$ cat config.mk
export PLATFORM = sky130hd
export DESIGN_NAME = vga_fb_arbiter_flat
export DESIGN_NICKNAME = d
export VERILOG_FILES = /design/src/rtl/vga_fb_arbiter_pkg.sv /design/src/rtl/vga_fb_arbiter_if.sv /design/src/rtl/vga_fb_arbiter.sv /design/src/flat_wrapper.sv
export SDC_FILE = /design/constraint.sdc
export NUM_CORES = 1
export LEC_CHECK = 0
export CAP_MARGIN = 10
export CORE_AREA = 2 2 80 82
export DETAILED_ROUTE_END_ITERATION = 6
export DIE_AREA = 0 0 82 84
export DONT_BUFFER_PORTS = 1
export PLACE_DENSITY = 0.45
export SLEW_MARGIN = 20
export SYNTH_ARGS = -nofsm -noshare
export SYNTH_HDL_FRONTEND = slang
export SYNTH_SLANG_ARGS = --single-unit
export TNS_END_PERCENT = 100
$ cat constraint.sdc
create_clock -name clk -period 3.8 [get_ports clk]
set_input_delay 0.38 -clock clk [delete_from_list [all_inputs] [get_ports clk]]
set_output_delay 0.38 -clock clk [all_outputs]
set_load 0.1 [all_outputs]
$ cat src/rtl/vga_fb_arbiter_pkg.sv
// Shared definitions for the VGA frame-buffer arbiter: default widths used by the
// memory decoder and VGA controller, and the arbiter's state encoding.
package vga_fb_arbiter_pkg;

    localparam int FB_AW         = 11;
    localparam int FB_DW         = 32;
    localparam int FB_MAX_STREAK = 4;

    typedef enum logic {
        ST_IDLE   = 1'b0,
        ST_CPU_RD = 1'b1
    } fbState_e;

    // A zero-width counter is not legal, so MAX_STREAK=0 still gets one bit.
    function automatic int streakWidth(input int maxStreak);
        return (maxStreak > 0) ? $clog2(maxStreak + 1) : 1;
    endfunction

endpackage

$ cat src/rtl/vga_fb_arbiter_if.sv
// Bus bundle between the CPU data port, the scan-out reader and the frame-buffer RAM.
// The slave modport is the arbiter's view; master is the requesters/RAM side.
interface vga_fb_arbiter_if
    import vga_fb_arbiter_pkg::*;
#(
    parameter int AW = FB_AW,
    parameter int DW = FB_DW
);

    logic          cpu_req;
    logic          cpu_we;
    logic [AW-1:0] cpu_addr;
    logic [DW-1:0] cpu_wdata;
    logic          cpu_stall;
    logic [DW-1:0] cpu_rdata;

    logic          vga_req;
    logic [AW-1:0] vga_addr;
    logic          vga_gnt;
    logic          vga_valid;
    logic [DW-1:0] vga_rdata;

    logic          ram_en;
    logic          ram_we;
    logic [AW-1:0] ram_addr;
    logic [DW-1:0] ram_wdata;
    logic [DW-1:0] ram_rdata;

    modport slave (
        input  cpu_req, cpu_we, cpu_addr, cpu_wdata,
        output cpu_stall, cpu_rdata,
        input  vga_req, vga_addr,
        output vga_gnt, vga_valid, vga_rdata,
        output ram_en, ram_we, ram_addr, ram_wdata,
        input  ram_rdata
    );

    modport master (
        output cpu_req, cpu_we, cpu_addr, cpu_wdata,
        input  cpu_stall, cpu_rdata,
        output vga_req, vga_addr,
        input  vga_gnt, vga_valid, vga_rdata,
        input  ram_en, ram_we, ram_addr, ram_wdata,
        output ram_rdata
    );

endinterface

$ cat src/rtl/vga_fb_arbiter.sv
// Single-port frame-buffer arbiter: display scan-out has priority, the CPU is forced a
// slot after MAX_STREAK consecutive display grants while it waits.
module vga_fb_arbiter
    import vga_fb_arbiter_pkg::*;
#(
    parameter int AW         = FB_AW,
    parameter int DW         = FB_DW,
    parameter int MAX_STREAK = FB_MAX_STREAK
) (
    input  logic             clk,
    input  logic             rst_n,
    vga_fb_arbiter_if.slave  bus
);

    localparam int            SW         = streakWidth(MAX_STREAK);
    localparam logic [SW-1:0] STREAK_MAX = SW'(MAX_STREAK);

    fbState_e      state;
    fbState_e      stateNext;
    logic [SW-1:0] streak;
    logic [SW-1:0] streakNext;
    logic          cpuForced;
    logic          gntVga;
    logic          gntCpu;
    logic          vgaValid;
    logic [DW-1:0] cpuRdataHold;

    // Grants are gated by rst_n so the RAM port stays quiet while reset is held.
    always_comb begin
        cpuForced = bus.cpu_req && (streak == STREAK_MAX) && (state != ST_CPU_RD);
        gntVga    = rst_n && bus.vga_req && !cpuForced;
        gntCpu    = rst_n && !gntVga && bus.cpu_req && (state == ST_IDLE);
    end

    always_ff @(posedge clk or negedge rst_n) begin
        if (!rst_n) begin
            state <= ST_IDLE;
        end else begin
            state <= stateNext;
        end
    end

    always_comb begin
        stateNext = ST_IDLE;
        if (gntCpu && !bus.cpu_we) begin
            stateNext = ST_CPU_RD;
        end
    end

    always_comb begin
        bus.vga_gnt   = gntVga;
        bus.ram_en    = gntVga || gntCpu;
        bus.ram_we    = gntCpu && bus.cpu_we;
        bus.ram_addr  = '0;
        bus.ram_wdata = '0;
        if (gntVga) begin
            bus.ram_addr = bus.vga_addr;
        end else if (gntCpu) begin
            bus.ram_addr = bus.cpu_addr;
        end
        if (gntCpu && bus.cpu_we) begin
            bus.ram_wdata = bus.cpu_wdata;
        end
        // A granted write retires at once; a granted read stalls through its grant cycle.
        bus.cpu_stall = bus.cpu_req && (state == ST_IDLE) && !(gntCpu && bus.cpu_we);
        bus.cpu_rdata = (state == ST_CPU_RD) ? bus.ram_rdata : cpuRdataHold;
        bus.vga_valid = vgaValid;
        bus.vga_rdata = vgaValid ? bus.ram_rdata : '0;
    end

    // Streak only grows while the CPU is actually waiting on display grants.
    always_comb begin
        streakNext = streak;
        if (!bus.cpu_req || gntCpu) begin
            streakNext = '0;
        end else if (gntVga && (streak != STREAK_MAX)) begin
            streakNext = streak + SW'(1);
        end
    end

    always_ff @(posedge clk or negedge rst_n) begin
        if (!rst_n) begin
            streak <= '0;
        end else begin
            streak <= streakNext;
        end
    end

    // The RAM's own output register supplies the one-cycle data latency.
    always_ff @(posedge clk or negedge rst_n) begin
        if (!rst_n) begin
            vgaValid     <= 1'b0;
            cpuRdataHold <= '0;
        end else begin
            vgaValid <= gntVga;
            if (state == ST_CPU_RD) begin
                cpuRdataHold <= bus.ram_rdata;
            end
        end
    end

endmodule

$ cat src/flat_wrapper.sv
// flat-port wrapper written by rule: the top's interface ports become plain ports
module vga_fb_arbiter_flat import vga_fb_arbiter_pkg::*;
#(
    parameter int AW         = FB_AW,
    parameter int DW         = FB_DW,
    parameter int MAX_STREAK = FB_MAX_STREAK
)
  (clk, rst_n, bus_cpu_req, bus_cpu_we, bus_cpu_addr, bus_cpu_wdata, bus_cpu_stall, bus_cpu_rdata, bus_vga_req, bus_vga_addr, bus_vga_gnt, bus_vga_valid, bus_vga_rdata, bus_ram_en, bus_ram_we, bus_ram_addr, bus_ram_wdata, bus_ram_rdata);
  vga_fb_arbiter_if #(.AW(AW), .DW(DW)) bus_i ();
  input  logic clk;
  input  logic rst_n;
  input wire logic [$bits(bus_i.cpu_req)-1:0] bus_cpu_req;
  input wire logic [$bits(bus_i.cpu_we)-1:0] bus_cpu_we;
  input wire logic [$bits(bus_i.cpu_addr)-1:0] bus_cpu_addr;
  input wire logic [$bits(bus_i.cpu_wdata)-1:0] bus_cpu_wdata;
  output wire logic [$bits(bus_i.cpu_stall)-1:0] bus_cpu_stall;
  output wire logic [$bits(bus_i.cpu_rdata)-1:0] bus_cpu_rdata;
  input wire logic [$bits(bus_i.vga_req)-1:0] bus_vga_req;
  input wire logic [$bits(bus_i.vga_addr)-1:0] bus_vga_addr;
  output wire logic [$bits(bus_i.vga_gnt)-1:0] bus_vga_gnt;
  output wire logic [$bits(bus_i.vga_valid)-1:0] bus_vga_valid;
  output wire logic [$bits(bus_i.vga_rdata)-1:0] bus_vga_rdata;
  output wire logic [$bits(bus_i.ram_en)-1:0] bus_ram_en;
  output wire logic [$bits(bus_i.ram_we)-1:0] bus_ram_we;
  output wire logic [$bits(bus_i.ram_addr)-1:0] bus_ram_addr;
  output wire logic [$bits(bus_i.ram_wdata)-1:0] bus_ram_wdata;
  input wire logic [$bits(bus_i.ram_rdata)-1:0] bus_ram_rdata;
  assign bus_i.cpu_req = bus_cpu_req;
  assign bus_i.cpu_we = bus_cpu_we;
  assign bus_i.cpu_addr = bus_cpu_addr;
  assign bus_i.cpu_wdata = bus_cpu_wdata;
  assign bus_cpu_stall = bus_i.cpu_stall;
  assign bus_cpu_rdata = bus_i.cpu_rdata;
  assign bus_i.vga_req = bus_vga_req;
  assign bus_i.vga_addr = bus_vga_addr;
  assign bus_vga_gnt = bus_i.vga_gnt;
  assign bus_vga_valid = bus_i.vga_valid;
  assign bus_vga_rdata = bus_i.vga_rdata;
  assign bus_ram_en = bus_i.ram_en;
  assign bus_ram_we = bus_i.ram_we;
  assign bus_ram_addr = bus_i.ram_addr;
  assign bus_ram_wdata = bus_i.ram_wdata;
  assign bus_i.ram_rdata = bus_ram_rdata;
  vga_fb_arbiter #(.AW(AW), .DW(DW), .MAX_STREAK(MAX_STREAK)) u_core (.clk(clk), .rst_n(rst_n), .bus(bus_i));
endmodule
Yosys cells after proc, flatten, opt, wreduce, memory -nomap -nowiden
Cells that the tools add are included.

cells by class
  eq/ne operators = 2
  bitwise operators = 1
  muxes and demuxes = 8
  add/subtract/negate cells = 1
  reduce and logical (&&, ||, !) cells = 20

operators by type and width
  operator                                                       number
  32-bit two-way mux                                             3
  11-bit two-way mux                                             2
  1-bit logical AND                                              12
  3-bit two-way mux                                              2
  1-bit logical NOT                                              5
  3-bit by 1-bit adder with 3-bit output, second input constant  1
  3-bit == test, second input constant                           1
  3-bit inequality test, second input constant                   1
  1-bit logical OR                                               2
  2-bit nonzero test                                             1
  1-bit two-way mux                                              1
  1-bit inverter                                                 1

storage, ports and cells
  output and inout bits = 112
  word-level logic and storage cells = 36
  bits in registers = 37

Logic depth before layout (Yosys ltp)
  depth in word-level cells = 12
  gate-level depth with buffers = 6

Least setup slack after synthesis
Ideal clock, no wire load.

  kind = reg2out
  from = reg u_core.streak[0]
  to = out bus_cpu_stall
  path buffers = 0
  arrival = 2.284 ns
  cell stages (with the launch flop) = 6
  slack = 1.136 ns
  data required time = 3.420 ns
  cells stage by stage = dfrtp_1 -> inv_1 -> ha_1 -> a21boi_2 -> nor3b_4 -> nor2b_1

on the way
  word-level cells in the longest chain between the ends = 12

RTL lines
  item                            RTL line              text
  start, declared                 vga_fb_arbiter.sv:20  logic [SW-1:0] streak;
  start signal, assigned          vga_fb_arbiter.sv:85  streak <= streakNext;
  3-bit == test                   vga_fb_arbiter.sv:30  cpuForced = bus.cpu_req && (streak == STREAK_MAX) && (state != ST_CPU_RD);
  1-bit logical AND (2 in a row)  vga_fb_arbiter.sv:30
  1-bit logical NOT               vga_fb_arbiter.sv:31  gntVga = rst_n && bus.vga_req && !cpuForced;
  1-bit logical AND               vga_fb_arbiter.sv:31
  1-bit logical NOT               vga_fb_arbiter.sv:32  gntCpu = rst_n && !gntVga && bus.cpu_req && (state == ST_IDLE);
  1-bit logical AND (3 in a row)  vga_fb_arbiter.sv:32
  1-bit logical AND               vga_fb_arbiter.sv:65  bus.cpu_stall = bus.cpu_req && (state == ST_IDLE) && !(gntCpu && bus.cpu_we);
  1-bit logical NOT               vga_fb_arbiter.sv:65
  1-bit logical AND               vga_fb_arbiter.sv:65
  end, declared                   flat_wrapper.sv:16    output wire logic [$bits(bus_i.cpu_stall)-1:0] bus_cpu_stall;

Every way passes these cells.

Worst setup path in the final report
  from = reg u_core.streak[0]
  to = out bus_ram_wdata[9]

on the way
  word-level cells in the longest chain between the ends = 11

RTL lines
  item                            RTL line              text
  3-bit == test                   vga_fb_arbiter.sv:30
  1-bit logical AND (2 in a row)  vga_fb_arbiter.sv:30
  1-bit logical NOT               vga_fb_arbiter.sv:31
  1-bit logical AND               vga_fb_arbiter.sv:31
  1-bit logical NOT               vga_fb_arbiter.sv:32
  1-bit logical AND (3 in a row)  vga_fb_arbiter.sv:32
  1-bit logical AND               vga_fb_arbiter.sv:61  if (gntCpu && bus.cpu_we) begin
  32-bit two-way mux              vga_fb_arbiter.sv:61
  end, declared                   flat_wrapper.sv:26    output wire logic [$bits(bus_i.ram_wdata)-1:0] bus_ram_wdata;

Every way passes these cells.

==> impl_results.md <==
* Outcome: finished clean
* Die ar. at 0.00689 sq mm
* Commonest cells after routing, fill and taps aside: and2_1, buf_4, dfrtp_1, mux2_2, a22o_1
* Largest net degree at the start of global routing at 38
* Sw Ratio at 57.1%
* IO Pins at 203
* N_diodes at 0
* WL/cell at 18.8 um
* H-tree depth at 2
* Post-synthesis cell type count at 25
* Clk sink count at 37
* Worst skew pair latency at 0.28 ns
* Mapped Cells at 182
* Antenna Nets Post-Route at 0
* RSZ-0062 raised after global routing: false
* Max FO, Critical Path at 34
* Worst setup SP type: flip-flop
* Final net count at 319
* Clock power frac at 18.7%
* Layout cell share with drive strength beyond 1 at 41.4%
* CTS clk-pin slew, worst paths at 0.07 ns
* First-pass GRT wire length at 8.16 mm
* Die Y at 84 um
* Worst slack, placed at 1.34 ns
* First drt pass iteration count at 3
* Sequential share of the synthesized area at 45.0%
* Cell internal pwr at 0.000794 W
* Initial antenna violation count at 0
* Post-CTS Repair Setup Buffers at 0
* Yosys Warn Count at 0
* MaxCap Viol Count at 0
* Fmax at 0.367 GHz
* CP required at 3.42 ns
* Final period util at 71.8%
* Crit path arrival time at 2.35 ns
* Pwr per Cell Area at 717 mW/mm^2
* Worst R2R Setup Slack at 2.20 ns
* Final setup violation count at 0
* Worst Setup Slack, final at 1.07 ns
* Num CTS Buffers at 5
* Via count at 1564
* CTS tree: yes
* Post-Syn Area per Cell at 11.3 sq um
* Starting Density at 33.7%
* Commonest non-fill, non-tap cell in the layout: and2_1
* Total track usage at 15.7%
* Synthesized area at 0.00206 sq mm
* FF+latch count, synth at 37
* PostCTS Resize Cnt at 0
* # port buffers at 0
* Final hold violation count at 0
* Clk root buf: clkbuf_8
* Gate power share at 54.2%
* Crit Path Class: flip-flop to output pin
* Net Count, Synth at 275
* Setup Skew at 0.00235 ns
* Number of global-route vias before repair at 1579
* Actual slew at the worst max-slew pin at 0.985 ns
* Area Growth Syn to Fin at 25.6%
* Vias per Instance at 5.14
* Drt drc at 0
* Final HPWL DP at 4.49 mm
* Routed Wire Length at 5.72 mm
* Hold/Removal Path Class: input port to flip-flop
* Maximum clock insertion buffer count at 2
* P_leak at 1.20 nW
* GR Overflow Total at 0
* Die width at 82 um
* Rel. slew slack at 34.8%
* Crit end category: output pin
* Min cycle time layout at 2.73 ns
* # rows at 29
* 1st-iter DRT viols at 47
* GPL Wtd Cong at 0.674
* VDD IR max at 0.371 mV
* Max-slew violation count at 0
* Flop pwr share at 27.1%
* Sw power at 0.00106 W
* Setup TNS at 0 ns
* Core Area at 0.00610 sq mm
## cell families after synthesis
family | count (synthesis) | share of synthesized area [%]
and+or+nand+nor | 77 | 24.5
buffers and inverters | 14 | 4.44
DFF | 37 | 45.0
muxes | 32 | 17.5
adders and majority gates | 2 | 1.22
AOI/OAI and AO/OA | 20 | 7.36
## layer usage
layer / vias to the layer above / part of all wire [%] / track usage, %
met3: 7 / 12 / 4.87
met1: 749 / 33 / 15.7
li1: 692 / - / -
met4: 0 / 1.5 / 6.06
met5: - / 0 / 0
met2: 116 / 54 / 29.3
## timing repair
action / 4_1_cts / 5_1_grt
hold endpoints to repair: 37 / 0
hold buffers: 2 / 0
setup endpoints to repair: 0 / 0
## state kept, by name (all words and copies together), names as in the netlist
name / flops
u_core.bus.vga_valid: 1
u_core.cpuRdataHold: 32
u_core.state: 1
u_core.streak: 3
## cell type report
type / instances / area, sq um
sequential: 37 / 927
clock inverter: 1 / 30.0
fill: 590 / 3510
timing repair buffer: 49 / 383
multi-input combinational: 131 / 1050
inverter: 2 / 7.51
clock buffer: 7 / 86.3
tap: 77 / 96.3
## Yosys cell counts
cell type / instances / area share (%)
a31oi_1: 1 / 0.30
a21boi_2: 1 / 0.55
clkbuf_1: 3 / 0.55
buf_6: 4 / 2.2
or3_1: 1 / 0.30
ha_1: 2 / 1.2
a22o_1: 11 / 4.7
o21ai_0: 3 / 0.73
nand2_1: 1 / 0.18
o21a_1: 1 / 0.37
mux2_2: 32 / 18
nor2b_1: 2 / 0.61
nor3b_1: 1 / 0.37
and2_1: 65 / 20
a21oi_1: 3 / 0.73
nand3b_4: 1 / 0.97
inv_1: 2 / 0.37
nor3_1: 2 / 0.49
or3b_2: 1 / 0.43
nand3_1: 1 / 0.24
buf_4: 1 / 0.37
nor3b_4: 1 / 0.91
buf_2: 4 / 0.97
nor2_1: 1 / 0.18
dfrtp_1: 37 / 45
## power groups by stage
stage | registers (W) | clock network (W) | logic, W
after floorplan | 0.000497 | 0 | 0.000951
after global placement | 0.000506 | 0 | 0.000992
after detailed placement | 0.000510 | 0 | 0.000998
after CTS | 0.000504 | 0.000361 | 0.00101
after global routing | 0.000512 | 0.000377 | 0.00102
final | 0.000503 | 0.000346 | 0.00100
## final timing paths
kind | start | to | cells after the start
worst max-delay path | u_core.streak[0]$_DFFE_PN0P_ | bus_ram_wdata[9] | 6
min in group asynchronous | rst_n | u_core.cpuRdataHold[17]$_DFF_PN0_ | 2
worst min register to register | u_core.streak[1]$_DFFE_PN0P_ | u_core.streak[1]$_DFFE_PN0P_ | 2
worst min-delay path | bus_cpu_we | u_core.state$_DFF_PN0_ | 1
max in group asynchronous | rst_n | u_core.bus.vga_valid$_DFF_PN0_ | 2
worst max register to register | u_core.state$_DFF_PN0_ | u_core.cpuRdataHold[0]$_DFF_PN0_ | 2
## through the flow
| stage | cells | hold WS [ns] | util [%] | area, sq um | power (W) |
|---|---|---|---|---|---|
| after floorplan | 182 | 0.0844 | - | 2060 | 0.00145 |
| after global placement | 294 | 0.0852 | 40.0 | 2440 | 0.00150 |
| after detailed placement | 294 | 0.0852 | 40.0 | 2440 | 0.00151 |
| after CTS | 304 | 0.155 | 42.4 | 2580 | 0.00187 |
| after global routing | 304 | 0.150 | 42.4 | 2580 | 0.00191 |
| final | 304 | 0.169 | 42.4 | 2580 | 0.00185 |
## critical path: stages, from the launching register on
cell and delay, ns:
dfrtp_1 0.41, inv_1 0.07, ha_1 0.19, a21boi_2 0.10
nor3b_4 0.72, and2_1 0.28, buf_4 0.31
No activity file was read; power rests on OpenSTA's default activity.
